==> src/rtl/wb_pkg.sv <==
// -----------------------------------------------------------------------------
// wb_pkg
// Shared definitions for the write_back scheduler slice.
// Contents:
//   state_t          scheduler FSM states (IDLE, ISSUE, WAIT, DONE)
//   WB_ADDR_W        default destination address width (matches write_back)
//   WB_ROWS_W        default row-count width
//   WB_STRIDE_W      default per-row address increment width
//   WB_TIMEOUT       default maximum number of cycles spent waiting for wb_done
//   cnt_width()      bit width needed to hold a count of 0..max_val
// -----------------------------------------------------------------------------
package wb_pkg;

  localparam int unsigned WB_ADDR_W   = 10;
  localparam int unsigned WB_ROWS_W   = 6;
  localparam int unsigned WB_STRIDE_W = 5;
  localparam int unsigned WB_TIMEOUT  = 255;

  typedef enum logic [1:0] {
    ST_IDLE  = 2'd0,
    ST_ISSUE = 2'd1,
    ST_WAIT  = 2'd2,
    ST_DONE  = 2'd3
  } state_t;

  // Never returns less than one bit, so a TIMEOUT of 1 still gets a register.
  function automatic int unsigned cnt_width(input int unsigned max_val);
    if (max_val < 2) begin
      return 1;
    end
    return $clog2(max_val + 1);
  endfunction

endpackage

==> src/rtl/wb_timeout_cnt.sv <==
// -----------------------------------------------------------------------------
// wb_timeout_cnt
// Clear/enable cycle counter used by the scheduler to bound its wait for
// wb_done. expired is high during the enabled cycle in which the counter
// reaches its last value, so an enabled stretch lasts at most TIMEOUT cycles.
// Ports:
//   clk      in  clock
//   rst_n    in  asynchronous active-low reset
//   clear    in  restart the count from zero on the next edge
//   enable   in  count this cycle (held high while waiting)
//   expired  out TIMEOUT enabled cycles have now elapsed
// -----------------------------------------------------------------------------
module wb_timeout_cnt
  import wb_pkg::*;
#(
  parameter int unsigned TIMEOUT = WB_TIMEOUT
) (
  input  logic clk,
  input  logic rst_n,
  input  logic clear,
  input  logic enable,
  output logic expired
);

  localparam int unsigned      CNT_W = cnt_width(TIMEOUT);
  localparam logic [CNT_W-1:0] LAST  = CNT_W'(TIMEOUT - 1);

  logic [CNT_W-1:0] count;

  // Saturates at LAST so a stalled enable can never wrap back to zero.
  always_ff @(posedge clk or negedge rst_n) begin
    if (!rst_n) begin
      count <= '0;
    end else if (clear) begin
      count <= '0;
    end else if (enable && (count != LAST)) begin
      count <= count + CNT_W'(1);
    end
  end

  assign expired = enable && (count == LAST);

endmodule

==> src/rtl/wb_scheduler.sv <==
// -----------------------------------------------------------------------------
// wb_scheduler
// Sequences the write_back unit through a job of N result rows. A job
// descriptor (base, rows, stride) is taken through a valid/ready handshake;
// each row gets a single-cycle wb_start with an incrementing destination
// address, and the next row is only issued after wb_done. Completion, abort
// and timeout are reported; every output is driven from a register.
// Ports:
//   clk, rst_n     clock, asynchronous active-low reset
//   job_valid      in  descriptor valid
//   job_ready      out descriptor can be taken (IDLE only)
//   job_base       in  first destination address
//   job_rows       in  number of rows in the job
//   job_stride     in  address increment per row
//   abort          in  cancel the running job
//   wb_start       out one-cycle start pulse to write_back
//   wb_addr        out destination address of the current row
//   wb_done        in  row complete from write_back
//   busy           out any state other than IDLE
//   job_done       out one-cycle pulse when a job ends for any reason
//   err_timeout    out sticky, last job ended by timeout
//   err_abort      out sticky, last job ended by abort
//   rows_written   out rows completed in the current or last job
// -----------------------------------------------------------------------------
module wb_scheduler
  import wb_pkg::*;
#(
  parameter int unsigned ADDR_W   = WB_ADDR_W,
  parameter int unsigned ROWS_W   = WB_ROWS_W,
  parameter int unsigned STRIDE_W = WB_STRIDE_W,
  parameter int unsigned TIMEOUT  = WB_TIMEOUT
) (
  input  logic                clk,
  input  logic                rst_n,
  input  logic                job_valid,
  output logic                job_ready,
  input  logic [ADDR_W-1:0]   job_base,
  input  logic [ROWS_W-1:0]   job_rows,
  input  logic [STRIDE_W-1:0] job_stride,
  input  logic                abort,
  output logic                wb_start,
  output logic [ADDR_W-1:0]   wb_addr,
  input  logic                wb_done,
  output logic                busy,
  output logic                job_done,
  output logic                err_timeout,
  output logic                err_abort,
  output logic [ROWS_W-1:0]   rows_written
);

  state_t              state;
  state_t              state_next;
  logic [ROWS_W-1:0]   rows_left;
  logic [ROWS_W-1:0]   rows_left_next;
  logic [STRIDE_W-1:0] stride;
  logic [STRIDE_W-1:0] stride_next;
  logic [ADDR_W-1:0]   addr_next;
  logic [ROWS_W-1:0]   rows_written_next;
  logic                wb_start_next;
  logic                job_done_next;
  logic                err_timeout_next;
  logic                err_abort_next;
  logic                tmo_clear;
  logic                tmo_enable;
  logic                tmo_expired;

  wb_timeout_cnt #(
    .TIMEOUT (TIMEOUT)
  ) u_timeout (
    .clk     (clk),
    .rst_n   (rst_n),
    .clear   (tmo_clear),
    .enable  (tmo_enable),
    .expired (tmo_expired)
  );

  // Next-state and next-output logic. Outputs are computed for the state being
  // entered so that the registers below present them in that state's cycle.
  // wb_addr doubles as the running address register and is only moved when the
  // next row is issued, which keeps it stable from ISSUE through WAIT.
  always_comb begin
    state_next        = state;
    rows_left_next    = rows_left;
    stride_next       = stride;
    addr_next         = wb_addr;
    rows_written_next = rows_written;
    wb_start_next     = 1'b0;
    job_done_next     = 1'b0;
    err_timeout_next  = err_timeout;
    err_abort_next    = err_abort;
    tmo_clear         = 1'b0;
    tmo_enable        = 1'b0;

    unique case (state)
      ST_IDLE: begin
        if (job_valid && job_ready) begin
          addr_next         = job_base;
          rows_left_next    = job_rows;
          stride_next       = job_stride;
          rows_written_next = '0;
          err_timeout_next  = 1'b0;
          err_abort_next    = 1'b0;
          if (job_rows == '0) begin
            // Empty job: DONE is entered without the pulse; it is raised on
            // the following cycle.
            state_next = ST_DONE;
          end else begin
            state_next    = ST_ISSUE;
            wb_start_next = 1'b1;
          end
        end
      end

      ST_ISSUE: begin
        tmo_clear = 1'b1;
        if (abort) begin
          err_abort_next = 1'b1;
          job_done_next  = 1'b1;
          state_next     = ST_DONE;
        end else begin
          state_next = ST_WAIT;
        end
      end

      ST_WAIT: begin
        tmo_enable = 1'b1;
        // wb_done wins over abort, abort wins over timeout. A completed row is
        // always counted, and finishing the last row is a clean completion.
        if (wb_done) begin
          rows_written_next = rows_written + ROWS_W'(1);
          rows_left_next    = rows_left - ROWS_W'(1);
          if (rows_left == ROWS_W'(1)) begin
            job_done_next = 1'b1;
            state_next    = ST_DONE;
          end else if (abort) begin
            err_abort_next = 1'b1;
            job_done_next  = 1'b1;
            state_next     = ST_DONE;
          end else begin
            addr_next     = wb_addr + ADDR_W'(stride);
            wb_start_next = 1'b1;
            state_next    = ST_ISSUE;
          end
        end else if (abort) begin
          err_abort_next = 1'b1;
          job_done_next  = 1'b1;
          state_next     = ST_DONE;
        end else if (tmo_expired) begin
          err_timeout_next = 1'b1;
          job_done_next    = 1'b1;
          state_next       = ST_DONE;
        end
      end

      ST_DONE: begin
        // Leave once the pulse has been shown; otherwise show it now.
        if (job_done) begin
          state_next = ST_IDLE;
        end else begin
          job_done_next = 1'b1;
        end
      end

      default: begin
        state_next = ST_IDLE;
      end
    endcase
  end

  // State and output registers. busy/job_ready follow the state being entered
  // so they line up with the state register.
  always_ff @(posedge clk or negedge rst_n) begin
    if (!rst_n) begin
      state        <= ST_IDLE;
      rows_left    <= '0;
      stride       <= '0;
      wb_addr      <= '0;
      rows_written <= '0;
      wb_start     <= 1'b0;
      job_done     <= 1'b0;
      err_timeout  <= 1'b0;
      err_abort    <= 1'b0;
      busy         <= 1'b0;
      job_ready    <= 1'b1;
    end else begin
      state        <= state_next;
      rows_left    <= rows_left_next;
      stride       <= stride_next;
      wb_addr      <= addr_next;
      rows_written <= rows_written_next;
      wb_start     <= wb_start_next;
      job_done     <= job_done_next;
      err_timeout  <= err_timeout_next;
      err_abort    <= err_abort_next;
      busy         <= (state_next != ST_IDLE);
      job_ready    <= (state_next == ST_IDLE);
    end
  end

endmodule

==> config.mk <==
export PLATFORM = sky130hd
export DESIGN_NAME = wb_scheduler
export DESIGN_NICKNAME = d
export VERILOG_FILES = /design/src/rtl/wb_pkg.sv /design/src/rtl/wb_timeout_cnt.sv /design/src/rtl/wb_scheduler.sv
export SDC_FILE = /design/constraint.sdc
export NUM_CORES = 1
export LEC_CHECK = 0
export ABC_AREA = 1
export BUFFER_PORTS_ARGS = -buffer_cell sky130_fd_sc_hd__buf_2
export CORE_AREA = 2 2 111 59
export CTS_BUF_LIST = sky130_fd_sc_hd__clkbuf_16
export CTS_CLUSTER_SIZE = 28
export DETAILED_ROUTE_END_ITERATION = 8
export DIE_AREA = 0 0 113 61
export GPL_ROUTABILITY_DRIVEN = 0
export PLACE_DENSITY = 0.67
export SYNTH_ARGS = -nofsm -noshare
export SYNTH_HDL_FRONTEND = slang
export SYNTH_SLANG_ARGS = --single-unit
==> constraint.sdc <==
create_clock -name clk -period 1.52 [get_ports clk]
set_input_delay 0.304 -clock clk [delete_from_list [all_inputs] [get_ports clk]]
set_output_delay 0.304 -clock clk [all_outputs]
set_load 0.02 [all_outputs]
==> results.sh, run 1 <==
export IMPL_drcViolationCount=2
export IMPL_track_usage=0.227
export IMPL_critical_path_max_fanout=3
export IMPL_power_total_uw=9380
export IMPL_yosys_warnings=0
export IMPL_critPathLaunch="wb_addr[0]"
export IMPL_synth_seq_cells=43
export IMPL_synth_area_leaders="dfrtp_1 (38%), nand2_1 (14%), ha_1 (6.4%)"
export IMPL_rsz0062_at_grt="true"
export IMPL_drive_gt1_frac=0.401
export IMPL_dp_cells=523
export IMPL_whs_ns=0.213
export IMPL_tns_ns=-0.695
export IMPL_cp_num_buf_inv=0
export IMPL_cts_sinks=43
export IMPL_crit_type="flip-flop to flip-flop"
export IMPL_die_w_um=113
export IMPL_avgViaCountPerCell=5.08
export IMPL_cts_tree="yes"
export IMPL_routedWlPerCell_um=14.7
export IMPL_clk_pin_slew_ns=0.06
export IMPL_io_buffers=47
export IMPL_core_um2=5910
export IMPL_outcome="finished with violations"
export IMPL_cts_path_max_buffers=2
export IMPL_postRouteAntennaNets=0
export IMPL_die_height_um=61
export IMPL_switching_power_uw=4220
export IMPL_numCtsBuffers=5
export IMPL_power_frac_comb=0.652
export IMPL_die_area_um2=6890
export IMPL_violations="DRC, setup timing"
export IMPL_ir_drop_v=0.00101
export IMPL_worstSetupEndpointType="flip-flop"
export IMPL_drt_iter0_drc=220
export IMPL_fin_skew_ns=0.00507
export IMPL_place_detailed_hpwl_mm=5.59
export IMPL_fin_ws_ns=-0.118
export IMPL_nNetsFinal=511
export IMPL_worst_pin_slew_ns=0.428
export IMPL_globalRouteOverflowTotal=0
export IMPL_antenna_cells=0
export IMPL_yosysUniqueCellTypes=35
export IMPL_pwr_share_seq=0.219
export IMPL_swShare=0.450
export IMPL_start_kind="flip-flop"
export IMPL_path_common_cell="nand2_1"
export IMPL_worst_path_largest_cell_delay_ns=0.42
export IMPL_hold_start="job_stride[4]"
export IMPL_netlist_area_leader_share=0.382
export IMPL_clock_power_share=0.129
export IMPL_hold_viol=0
export IMPL_report_final_slew_viol_count=0
export IMPL_maxCapViolCount=0
export IMPL_row_count=20
export IMPL_grt_max_degree=27
export IMPL_crit_path_cell_trace="ha_4, fa_2, nand3_2, nand2_2, xnor2_2, nand2_1, o211ai_1, nand2_1"
export IMPL_start_util=0.466
export IMPL_worst_path_max_delay_cell="dfrtp_2"
export IMPL_p_per_area_nw_per_um2=2320
export IMPL_yosysTopAreaCell="dfrtp_1"
export IMPL_final_cells=548
export IMPL_h_tree_depth=2
export IMPL_synth_area_um2=2750
export IMPL_required_ns=1.69
export IMPL_grt_antenna_before_repair=0
export IMPL_fin_crit_ns=1.64
export IMPL_final_area_um2=4040
export IMPL_vias=2786
export IMPL_internal_power_uw=5160
export IMPL_root_buffer="clkbuf_16"
export IMPL_timing_rr_start="wb_addr[0]"
export IMPL_post_route_period_util=1.08
export IMPL_relSlewSlack=0.714
export IMPL_syn_to_final_growth_pct=46.5
export IMPL_hold_class="input pin to flip-flop"
export IMPL_syn_num_nets=407
export IMPL_worst_skew_pair_late_latency_ns=0.29
export IMPL_grt_pass1_wl_mm=11.8
export IMPL_avgSynthCellArea_um2=7.52
export IMPL_ys_seq_area_frac=0.391
export IMPL_totalWireLength_mm=8.07
export IMPL_synthCells=366
export IMPL_p_leak_uw=0.00199
export IMPL_firstDrtPassIters=6
export IMPL_crit_family="adder cells"
export IMPL_io_pins=48
export IMPL_fmax_mhz=611
export IMPL_grt_pass1_vias=2389
export IMPL_crit_arrival_ns=1.81
export IMPL_placed_area_um2=3440
export IMPL_setup_viol=17
==> metrics by stage <==
step | utilization | setup WS [ns]
final | 0.683 | -0.118
after floorplan | - | -0.0455
after CTS | 0.633 | -0.0887
after global placement | 0.582 | -0.131
after detailed placement | 0.582 | -0.198
after global routing | 0.683 | -0.179
==> final timing paths <==
kind / to / slack, ns / cells after the start
min in group asynchronous: err_abort / 0.48 / 2
min reg2reg: stride[2] / 0.53 / 2
max in group asynchronous: rows_left[2] / 0.54 / 3
max: wb_addr[4] / -0.12 / 8
max reg2reg: wb_addr[4] / -0.12 / 8
min: stride[4] / 0.21 / 3
==> layout by cell type, fill, tap and decap left out, types with 2 or more instances in the layout <==
| cell type | n |
|---|---|
| inv_2 | 6 |
| nand3_1 | 29 |
| nand3_2 | 6 |
| nor2_2 | 3 |
| o22ai_2 | 2 |
| xnor2_2 | 2 |
| o211ai_1 | 3 |
| ha_2 | 2 |
| ha_1 | 5 |
| o21ai_2 | 2 |
| clkbuf_16 | 6 |
| buf_2 | 47 |
| nand2_4 | 4 |
| buf_6 | 8 |
| o31ai_4 | 2 |
| dfrtp_1 | 38 |
| a21oi_1 | 7 |
| o21ai_0 | 9 |
| a21oi_2 | 6 |
| o21ai_1 | 12 |
| o31ai_1 | 2 |
| dfrtp_2 | 4 |
| inv_1 | 31 |
| xor2_1 | 5 |
| nand2_1 | 93 |
| nand4_1 | 4 |
| ha_4 | 7 |
| or2_2 | 3 |
| buf_4 | 42 |
| buf_12 | 4 |
| a21o_1 | 2 |
| nand2_2 | 14 |
| nor2_4 | 5 |
| nor2_1 | 37 |
| nor3_1 | 2 |
==> metal layers <==
| metal | wire length (um) | global-route usage |
|---|---|---|
| met5 | 0 | 0 |
| met2 | 3240 | 0.305 |
| met1 | 4140 | 0.360 |
| met3 | 591 | 0.0500 |
| met4 | 92 | 0.0645 |
==> worst reg2reg max path, cell delays in order, from the launching register on <==
cell      delay (ns)
dfrtp_2         0.42
ha_4            0.17
fa_2            0.36
nand3_2         0.08
nand2_2         0.09
xnor2_2         0.17
nand2_1         0.07
o211ai_1        0.08
nand2_1         0.08
==> kinds of logic after synthesis <==
group           Yosys count  share of synthesized area
fa+ha+maj                15                     0.0709
simple gates            205                      0.326
buf+inv                  47                     0.0800
flops                    43                      0.391
xor+xnor                  7                     0.0223
compound gates           49                      0.110
==> synth_stat cells, drive strengths merged <==
master and count:
nand2 111, nor2 45, dfrtp 42, inv 40
nand3 35, o21ai 24, ha 14, a21oi 13
buf 7, o31ai 5, xor2 5, nand4 4
nor3 4, o211ai 3, or2 3, a21o 2
o22ai 2, xnor2 2, and3 1, dfstp 1
fa 1, nor3b 1, nor4 1
==> final cells by class <==
class,count,area (um^2)
Tap cell,77,96.3
Clock buffer,5,125
Multi-Input combinational cell,277,1770
Timing Repair Buffer,103,756
Sequential cell,43,1080
Inverter,40,170
Clock inverter,3,38.8
Fill cell,480,1870
==> power by group through the flow <==
stage	Combinational, uW	Clock, uW	Sequential (uW)
6_report	6110	1210	2050
5_1_grt	6610	1280	2110
4_1_cts	5240	1230	2040
3_5_place_dp	4760	0	2040
3_3_place_gp	4660	0	2020
2_1_floorplan	2730	0	2290
==> state kept, by name (all words and copies together) (netlist names) <==
signal and count:
state 2, rows_left 6, err_abort 1, err_timeout 1
job_ready 1, rows_written 6, stride 5, wb_start 1
job_done 1, busy 1, u_timeout.count 8, wb_addr 10
==> timing repair <==
action | CTS | global route
resized for setup | 27 | 55
pin swaps | 13 | 11
buffers inserted | 7 | 9
cloned | 0 | 2
hold buffers | 1 | 0
endpoints found under the setup margin | 31 | 36
endpoints found under the hold margin | 17 | 0
Note: power is estimated with default switching activity, not from simulation.
==> run 2: changes to the inputs <==
==> config.mk (replaced) <==
export PLATFORM = sky130hd
export DESIGN_NAME = wb_scheduler
export DESIGN_NICKNAME = d
export VERILOG_FILES = /design/src/rtl/wb_pkg.sv /design/src/rtl/wb_timeout_cnt.sv /design/src/rtl/wb_scheduler.sv
export SDC_FILE = /design/constraint.sdc
export NUM_CORES = 1
export LEC_CHECK = 0
export ABC_AREA = 0
export BUFFER_PORTS_ARGS = -buffer_cell sky130_fd_sc_hd__buf_2
export CORE_AREA = 2 2 106 57
export CTS_BUF_LIST = sky130_fd_sc_hd__clkbuf_16
export DETAILED_ROUTE_END_ITERATION = 8
export DIE_AREA = 0 0 108 59
export GPL_ROUTABILITY_DRIVEN = 0
export PLACE_DENSITY = 0.68
export SYNTH_ARGS = -nofsm -noshare
export SYNTH_HDL_FRONTEND = slang
export SYNTH_SLANG_ARGS = --single-unit
==> run 2 against run 1 <==
Effect of this change:
- the flow finishes with violations (hold timing, setup timing)
- fmax down 24%
- die area is 7.6% lower
- core utilization rose by 16 points
- flip-flop and latch count unchanged
- sequential power rose by 11%
- largest cell class unchanged
- largest power group unchanged
- critical path type unchanged
==> results.sh, run 2 <==
export IMPL_grt_pass1_wl_mm=13.4
export IMPL_vias=2992
export IMPL_h_tree_depth=2
export IMPL_nNetsFinal=450
export IMPL_critical_path_max_fanout=3
export IMPL_synth_fa_ha_area_frac=0.0769
export IMPL_cts_sinks=43
export IMPL_utilization=0.843
export IMPL_yosys_area_share_simple=0.181
export IMPL_yosysTopAreaCell="dfrtp_1"
export IMPL_hold_class="input pin to async pin"
export IMPL_placed_area_um2=3450
export IMPL_rsz0062_at_grt="true"
export IMPL_clk_pin_slew_ns=0.07
export IMPL_synth_area_leaders="dfrtp_1 (41%), ha_1 (6.9%), a21oi_1 (5.1%)"
export IMPL_core_um2=5350
export IMPL_final_common_cell="buf_4"
export IMPL_worst_skew_pair_late_latency_ns=0.30
export IMPL_cts_tree="yes"
export IMPL_p_leak_uw=0.00198
export IMPL_largest_register_ffs=10
export IMPL_pwr_share_seq=0.190
export IMPL_grt_max_degree=23
export IMPL_synth_top_family_by_area="compound AO/OA/AOI/OAI gates"
export IMPL_drt_iter0_drc=236
export IMPL_avgViaCountPerCell=6.19
export IMPL_whs_ns=-0.0152
export IMPL_drcViolationCount=0
export IMPL_cts_path_max_buffers=2
export IMPL_ys_flop_type="dfrtp_1"
export IMPL_maxCapViolCount=0
export IMPL_yosysUniqueCellTypes=55
export IMPL_start_kind="flip-flop"
export IMPL_syn_num_nets=306
export IMPL_synth_xor_area_frac=0.0207
export IMPL_final_area_um2=4510
export IMPL_grt_pass1_vias=2765
export IMPL_muxShareOfSynthArea=0.0542
export IMPL_reg_largest_list="wb_addr x10, u_timeout.count x8"
export IMPL_post_route_period_util=1.42
export IMPL_firstDrtPassIters=5
export IMPL_synth_area_um2=2540
export IMPL_fin_ws_ns=-0.631
export IMPL_place_detailed_hpwl_mm=5.24
export IMPL_p_per_area_nw_per_um2=2650
export IMPL_root_buffer="clkbuf_16"
export IMPL_netlist_area_leader_share=0.414
export IMPL_r2r_cells=7
export IMPL_clock_power_share=0.105
export IMPL_largest_register="wb_addr"
export IMPL_report_final_slew_viol_count=0
export IMPL_drive_gt1_frac=0.654
export IMPL_internal_power_uw=6580
export IMPL_ir_drop_v=0.00167
export IMPL_async_flop_share=1.00
export IMPL_worst_path_max_delay_cell="dfrtp_1"
export IMPL_yosys_warnings=0
export IMPL_globalRouteOverflowTotal=0
export IMPL_antenna_cells=0
export IMPL_violations="hold timing, setup timing"
export IMPL_syn_to_final_growth_pct=77.6
export IMPL_required_ns=1.68
export IMPL_power_frac_comb=0.705
export IMPL_postRouteAntennaNets=0
export IMPL_die_area_um2=6370
export IMPL_synthCells=265
export IMPL_synth_compound_area_frac=0.203
export IMPL_row_count=19
export IMPL_start_util=0.475
export IMPL_worst_pin_slew_ns=0.541
export IMPL_io_buffers=47
export IMPL_avgSynthCellArea_um2=9.58
export IMPL_numCtsBuffers=5
export IMPL_fin_skew_ns=0.0101
export IMPL_track_usage=0.277
export IMPL_worstSetupEndpointType="flip-flop"
export IMPL_postCtsHoldBufs=0
export IMPL_io_pins=48
export IMPL_final_cell_mix="buf_4 (73), buf_2 (47), dfrtp_1 (39)"
export IMPL_ys_seq_area_frac=0.424
export IMPL_swShare=0.449
export IMPL_hold_viol=18
export IMPL_routedWlPerCell_um=22.8
export IMPL_setup_viol=43
export IMPL_totalWireLength_mm=11.0
export IMPL_synth_edf_count=0
export IMPL_switching_power_uw=5360
export IMPL_synth_common_cells="dfrtp_1 (42), a21oi_1 (26), nor2_1 (21), ha_1 (14), nand2_1 (14)"
export IMPL_relSlewSlack=0.639
export IMPL_timing_rr_start="stride[0]"
export IMPL_crit_path_cell_trace="ha_4, fa_2, a211oi_2, nor2_2, o211ai_1, mux2i_1, a21oi_1"
export IMPL_grt_antenna_before_repair=0
export IMPL_fin_crit_ns=2.15
export IMPL_rrSetupSlack_ns=-0.63
export IMPL_yosysMostFrequentCell="dfrtp_1"
export IMPL_die_height_um=59
export IMPL_outcome="finished with violations"
export IMPL_worst_path_largest_cell_delay_ns=0.42
export IMPL_die_w_um=108
export IMPL_crit_type="flip-flop to flip-flop"
export IMPL_r2r_end="wb_addr[6]"
export IMPL_synth_seq_cells=43
export IMPL_fmax_mhz=465
export IMPL_crit_arrival_ns=2.32
run 2: cell types whose count changed after synthesis, sizes merged, moves of 6 or more:
cell,delta
o22ai,+9
nand3,-23
a21oi,+14
inv,-30
nand2,-97
a211oi,+6
nor2,-24
mux2i,+7
mux2,+6
o21ai,-8
nor3,+10
run 2: logic make-up after synthesis:
kind of cell | count (synthesis)
AND/OR/NAND/NOR | 86
AO/OA/AOI/OAI | 80
flip-flops | 43
buffers and inverters | 22
adder cells (fa/ha/maj) | 15
multiplexers | 13
XOR/XNOR | 6
run 2: power groups by stage:
stage	sequential, uW	combinational [uW]	clock [uW]
final	2270	8420	1260
after global routing	2300	8780	1310
after floorplan	2450	2930	0
after global placement	2080	4940	0
after CTS	2160	6620	1240
after detailed placement	2130	5130	0
run 2: worst max path at each step:
stage	slack, ns	depth (start not counted)	to	from
5_1_grt	-0.77	7	wb_addr[6]	stride[0]
4_1_cts	-0.39	7	wb_addr[8]	stride[0]
3_3_place_gp	-0.33	7	wb_addr[8]	wb_addr[0]
3_5_place_dp	-0.42	7	wb_addr[8]	stride[0]
6_report	-0.63	7	wb_addr[6]	stride[0]
2_1_floorplan	-0.35	7	wb_addr[8]	wb_addr[0]
run 2: area by class of cell:
type / instances / area, um^2
Clock buffer: 5 / 125
Clock inverter: 3 / 43.8
Fill cell: 260 / 840
Inverter: 10 / 43.8
Multi-Input combinational cell: 202 / 1980
Sequential cell: 43 / 1080
Tap cell: 73 / 91.3
Timing Repair Buffer: 147 / 1140
run 2: through the flow:
step / hold WS (ns) / worst slack [ns] / setup TNS, ns / instances / total power (uW)
floorplan: 0.00841 / -0.354 / -3.69 / 265 / 5380
global placement: 0.305 / -0.326 / -5.23 / 438 / 7020
detailed placement: 0.309 / -0.423 / -6.72 / 438 / 7270
CTS: 0.00305 / -0.388 / -4.55 / 466 / 10000
global route: 0.0327 / -0.769 / -11.33 / 483 / 12400
finish: -0.0152 / -0.631 / -9.78 / 483 / 11900
run 2: critical path, delay by kind of cell, from the launching register on:
| kind | cells | cell delay [ns] |
|---|---|---|
| compound gates | 3 | 0.60 |
| fa+ha+maj | 2 | 0.57 |
| flops | 1 | 0.42 |
| mux | 1 | 0.32 |
| simple gates | 1 | 0.10 |
run 2: metal layers:
layer  GRT usage  up-vias  part of all wire
li1            -     1271                 -
met1       0.347     1452              0.38
met2       0.485      204              0.47
met3      0.0495       65             0.090
met4       0.110        0             0.053
met5           0        -                 0
run 2: repair_timing:
item	CTS	global route
endpoints found under the setup margin	39	42
pin swaps	29	28
cloned	4	0
resized for setup	65	68
buffers inserted	19	19
endpoints found under the hold margin	0	0
==> run 3: changes to the inputs <==
--- a/config.mk
+++ b/config.mk
@@ -7,12 +7,11 @@
 export LEC_CHECK = 0
 export ABC_AREA = 0
 export BUFFER_PORTS_ARGS = -buffer_cell sky130_fd_sc_hd__buf_2
-export CORE_AREA = 2 2 106 57
-export CTS_BUF_LIST = sky130_fd_sc_hd__clkbuf_16
+export CORE_AREA = 2 2 124 66
 export DETAILED_ROUTE_END_ITERATION = 8
-export DIE_AREA = 0 0 108 59
+export DIE_AREA = 0 0 126 68
 export GPL_ROUTABILITY_DRIVEN = 0
-export PLACE_DENSITY = 0.68
+export PLACE_DENSITY = 0.51
 export SYNTH_ARGS = -nofsm -noshare
 export SYNTH_HDL_FRONTEND = slang
 export SYNTH_SLANG_ARGS = --single-unit
==> run 3 against run 2 <==
Effect of this change:
- the flow finishes with violations (setup timing)
- die area is 34% higher
- register-to-register slack better by 0.23 ns
- final cell count is 3.1% higher
- core utilization is 25 points lower
- largest cell class unchanged
- largest power group unchanged
==> results.sh, run 3 (same netlist as run 2, synthesis figures left out) <==
export IMPL_outcome="finished with violations"
export IMPL_violations="setup timing"
export IMPL_fin_crit_ns=1.92
export IMPL_clock_power_share=0.122
export IMPL_grt_pass1_wl_mm=12.1
export IMPL_place_detailed_hpwl_mm=5.58
export IMPL_maxCapViolCount=0
export IMPL_fin_ws_ns=-0.404
export IMPL_final_cells=498
export IMPL_antenna_cells=0
export IMPL_fin_skew_ns=0.00564
export IMPL_crit_arrival_ns=2.13
export IMPL_cts_sinks=43
export IMPL_root_buffer="clkbuf_16"
export IMPL_numCtsBuffers=5
export IMPL_worst_pin_slew_ns=0.404
export IMPL_internal_power_uw=6670
export IMPL_multiInputGateArea_um2=1930
export IMPL_final_cell_mix="buf_4 (56), buf_2 (47), dfrtp_1 (39)"
export IMPL_track_usage=0.185
export IMPL_reg_largest_list="wb_addr x10, u_timeout.count x8"
export IMPL_crit_type="flip-flop to flip-flop"
export IMPL_totalWireLength_mm=8.22
export IMPL_start_util=0.334
export IMPL_ir_drop_v=0.000960
export IMPL_drt_iter0_drc=143
export IMPL_whs_ns=0.245
export IMPL_grt_max_degree=44
export IMPL_rsz0062_at_grt="true"
export IMPL_critical_path_max_fanout=5
export IMPL_worstSetupEndpointType="flip-flop"
export IMPL_nFillCells=642
export IMPL_swShare=0.412
export IMPL_fmax_mhz=520
export IMPL_io_pins=48
export IMPL_start_kind="flip-flop"
export IMPL_die_area_um2=8570
export IMPL_p_per_area_nw_per_um2=2520
export IMPL_r2r_cells=9
export IMPL_clk_pin_slew_ns=0.06
export IMPL_power_total_uw=11300
export IMPL_row_count=23
export IMPL_largest_register="wb_addr"
export IMPL_regArea_um2=1080
export IMPL_required_ns=1.73
export IMPL_core_um2=7600
export IMPL_holdPathStages=2
export IMPL_p_leak_uw=0.00194
export IMPL_vias=2529
export IMPL_postRouteAntennaNets=0
export IMPL_power_frac_comb=0.687
export IMPL_switching_power_uw=4680
export IMPL_io_buffers=47
export IMPL_drcViolationCount=0
export IMPL_firstDrtPassIters=4
export IMPL_nNetsFinal=438
export IMPL_die_w_um=126
export IMPL_pwr_share_seq=0.191
export IMPL_report_final_slew_viol_count=0
export IMPL_die_height_um=68
export IMPL_avgViaCountPerCell=5.08
export IMPL_hold_class="input pin to flip-flop"
export IMPL_final_common_cell="buf_4"
export IMPL_relSlewSlack=0.730
export IMPL_syn_to_final_growth_pct=77.0
export IMPL_h_tree_depth=2
export IMPL_setup_viol=35
export IMPL_grt_pass1_vias=2275
export IMPL_routedWlPerCell_um=16.5
export IMPL_dp_cells=464
export IMPL_largest_register_ffs=10
export IMPL_grt_antenna_before_repair=0
export IMPL_cts_path_max_buffers=2
export IMPL_cts_tree="yes"
export IMPL_worst_skew_pair_late_latency_ns=0.28
export IMPL_post_route_period_util=1.27
export IMPL_hold_viol=0
export IMPL_globalRouteOverflowTotal=0
export IMPL_drive_gt1_frac=0.611
## run 3: stage by stage
stage               setup TNS (ns)   util  cell area (um^2)  setup WS, ns
floorplan                    -3.69      -              2720        -0.354
global placement             -7.35  0.460              3490        -0.317
detailed placement           -8.02  0.460              3490        -0.386
CTS                          -5.69  0.522              3970        -0.326
global route                -11.12  0.591              4490        -0.461
finish                       -8.73  0.591              4490        -0.404
## run 3: final cells by class
cell class / instances / area share
multi-input combinational: 200 / 0.431
timing repair buffer: 137 / 0.250
sequential: 43 / 0.241
clock buffer: 6 / 0.0287
tap: 100 / 0.0278
clock inverter: 2 / 0.0134
inverter: 10 / 0.00919
## run 3: power groups by stage
stage / Combinational [uW] / Clock [uW] / Sequential (uW)
6_report: 7800 / 1380 / 2160
5_1_grt: 8360 / 1490 / 2240
4_1_cts: 6210 / 1420 / 2110
3_5_place_dp: 5240 / 0 / 2110
3_3_place_gp: 5200 / 0 / 2100
2_1_floorplan: 2930 / 0 / 2450
## run 3: critical path: stages (launching register included)
cell      delay [ns]
dfrtp_1         0.40
inv_2           0.10
ha_4            0.18
a21boi_4        0.15
buf_6           0.12
or3_4           0.40
buf_8           0.15
nor3_4          0.16
a21oi_2         0.04
o21ai_1         0.15
## run 3: path summary, 6_finish.rpt
kind / startpoint / to / slack, ns
max reg2reg: state[0] / rows_written[4] / -0.40
min in group asynchronous: rst_n / rows_left[3] / 0.53
max in group asynchronous: rst_n / job_ready / 0.71
min: job_stride[0] / stride[0] / 0.24
max: state[0] / rows_written[4] / -0.40
min reg2reg: err_timeout / err_timeout / 0.51
## run 3: layer usage
metal,GRT usage,wire length (um),part of all wire,vias up
met3,0.0430,370,0.045,4
li1,-,-,-,1247
met4,0.0288,30,0.0036,0
met1,0.306,4390,0.53,1233
met5,0,0,0,-
met2,0.236,3430,0.42,45
## run 3: repair_timing
| item | CTS | global route |
|---|---|---|
| setup buffers | 7 | 20 |
| endpoints found under the hold margin | 10 | 0 |
| endpoints found under the setup margin | 41 | 41 |
| hold buffers | 1 | 0 |
| resized for setup | 43 | 78 |
| pin swaps | 13 | 27 |
| gates cloned | 1 | 1 |
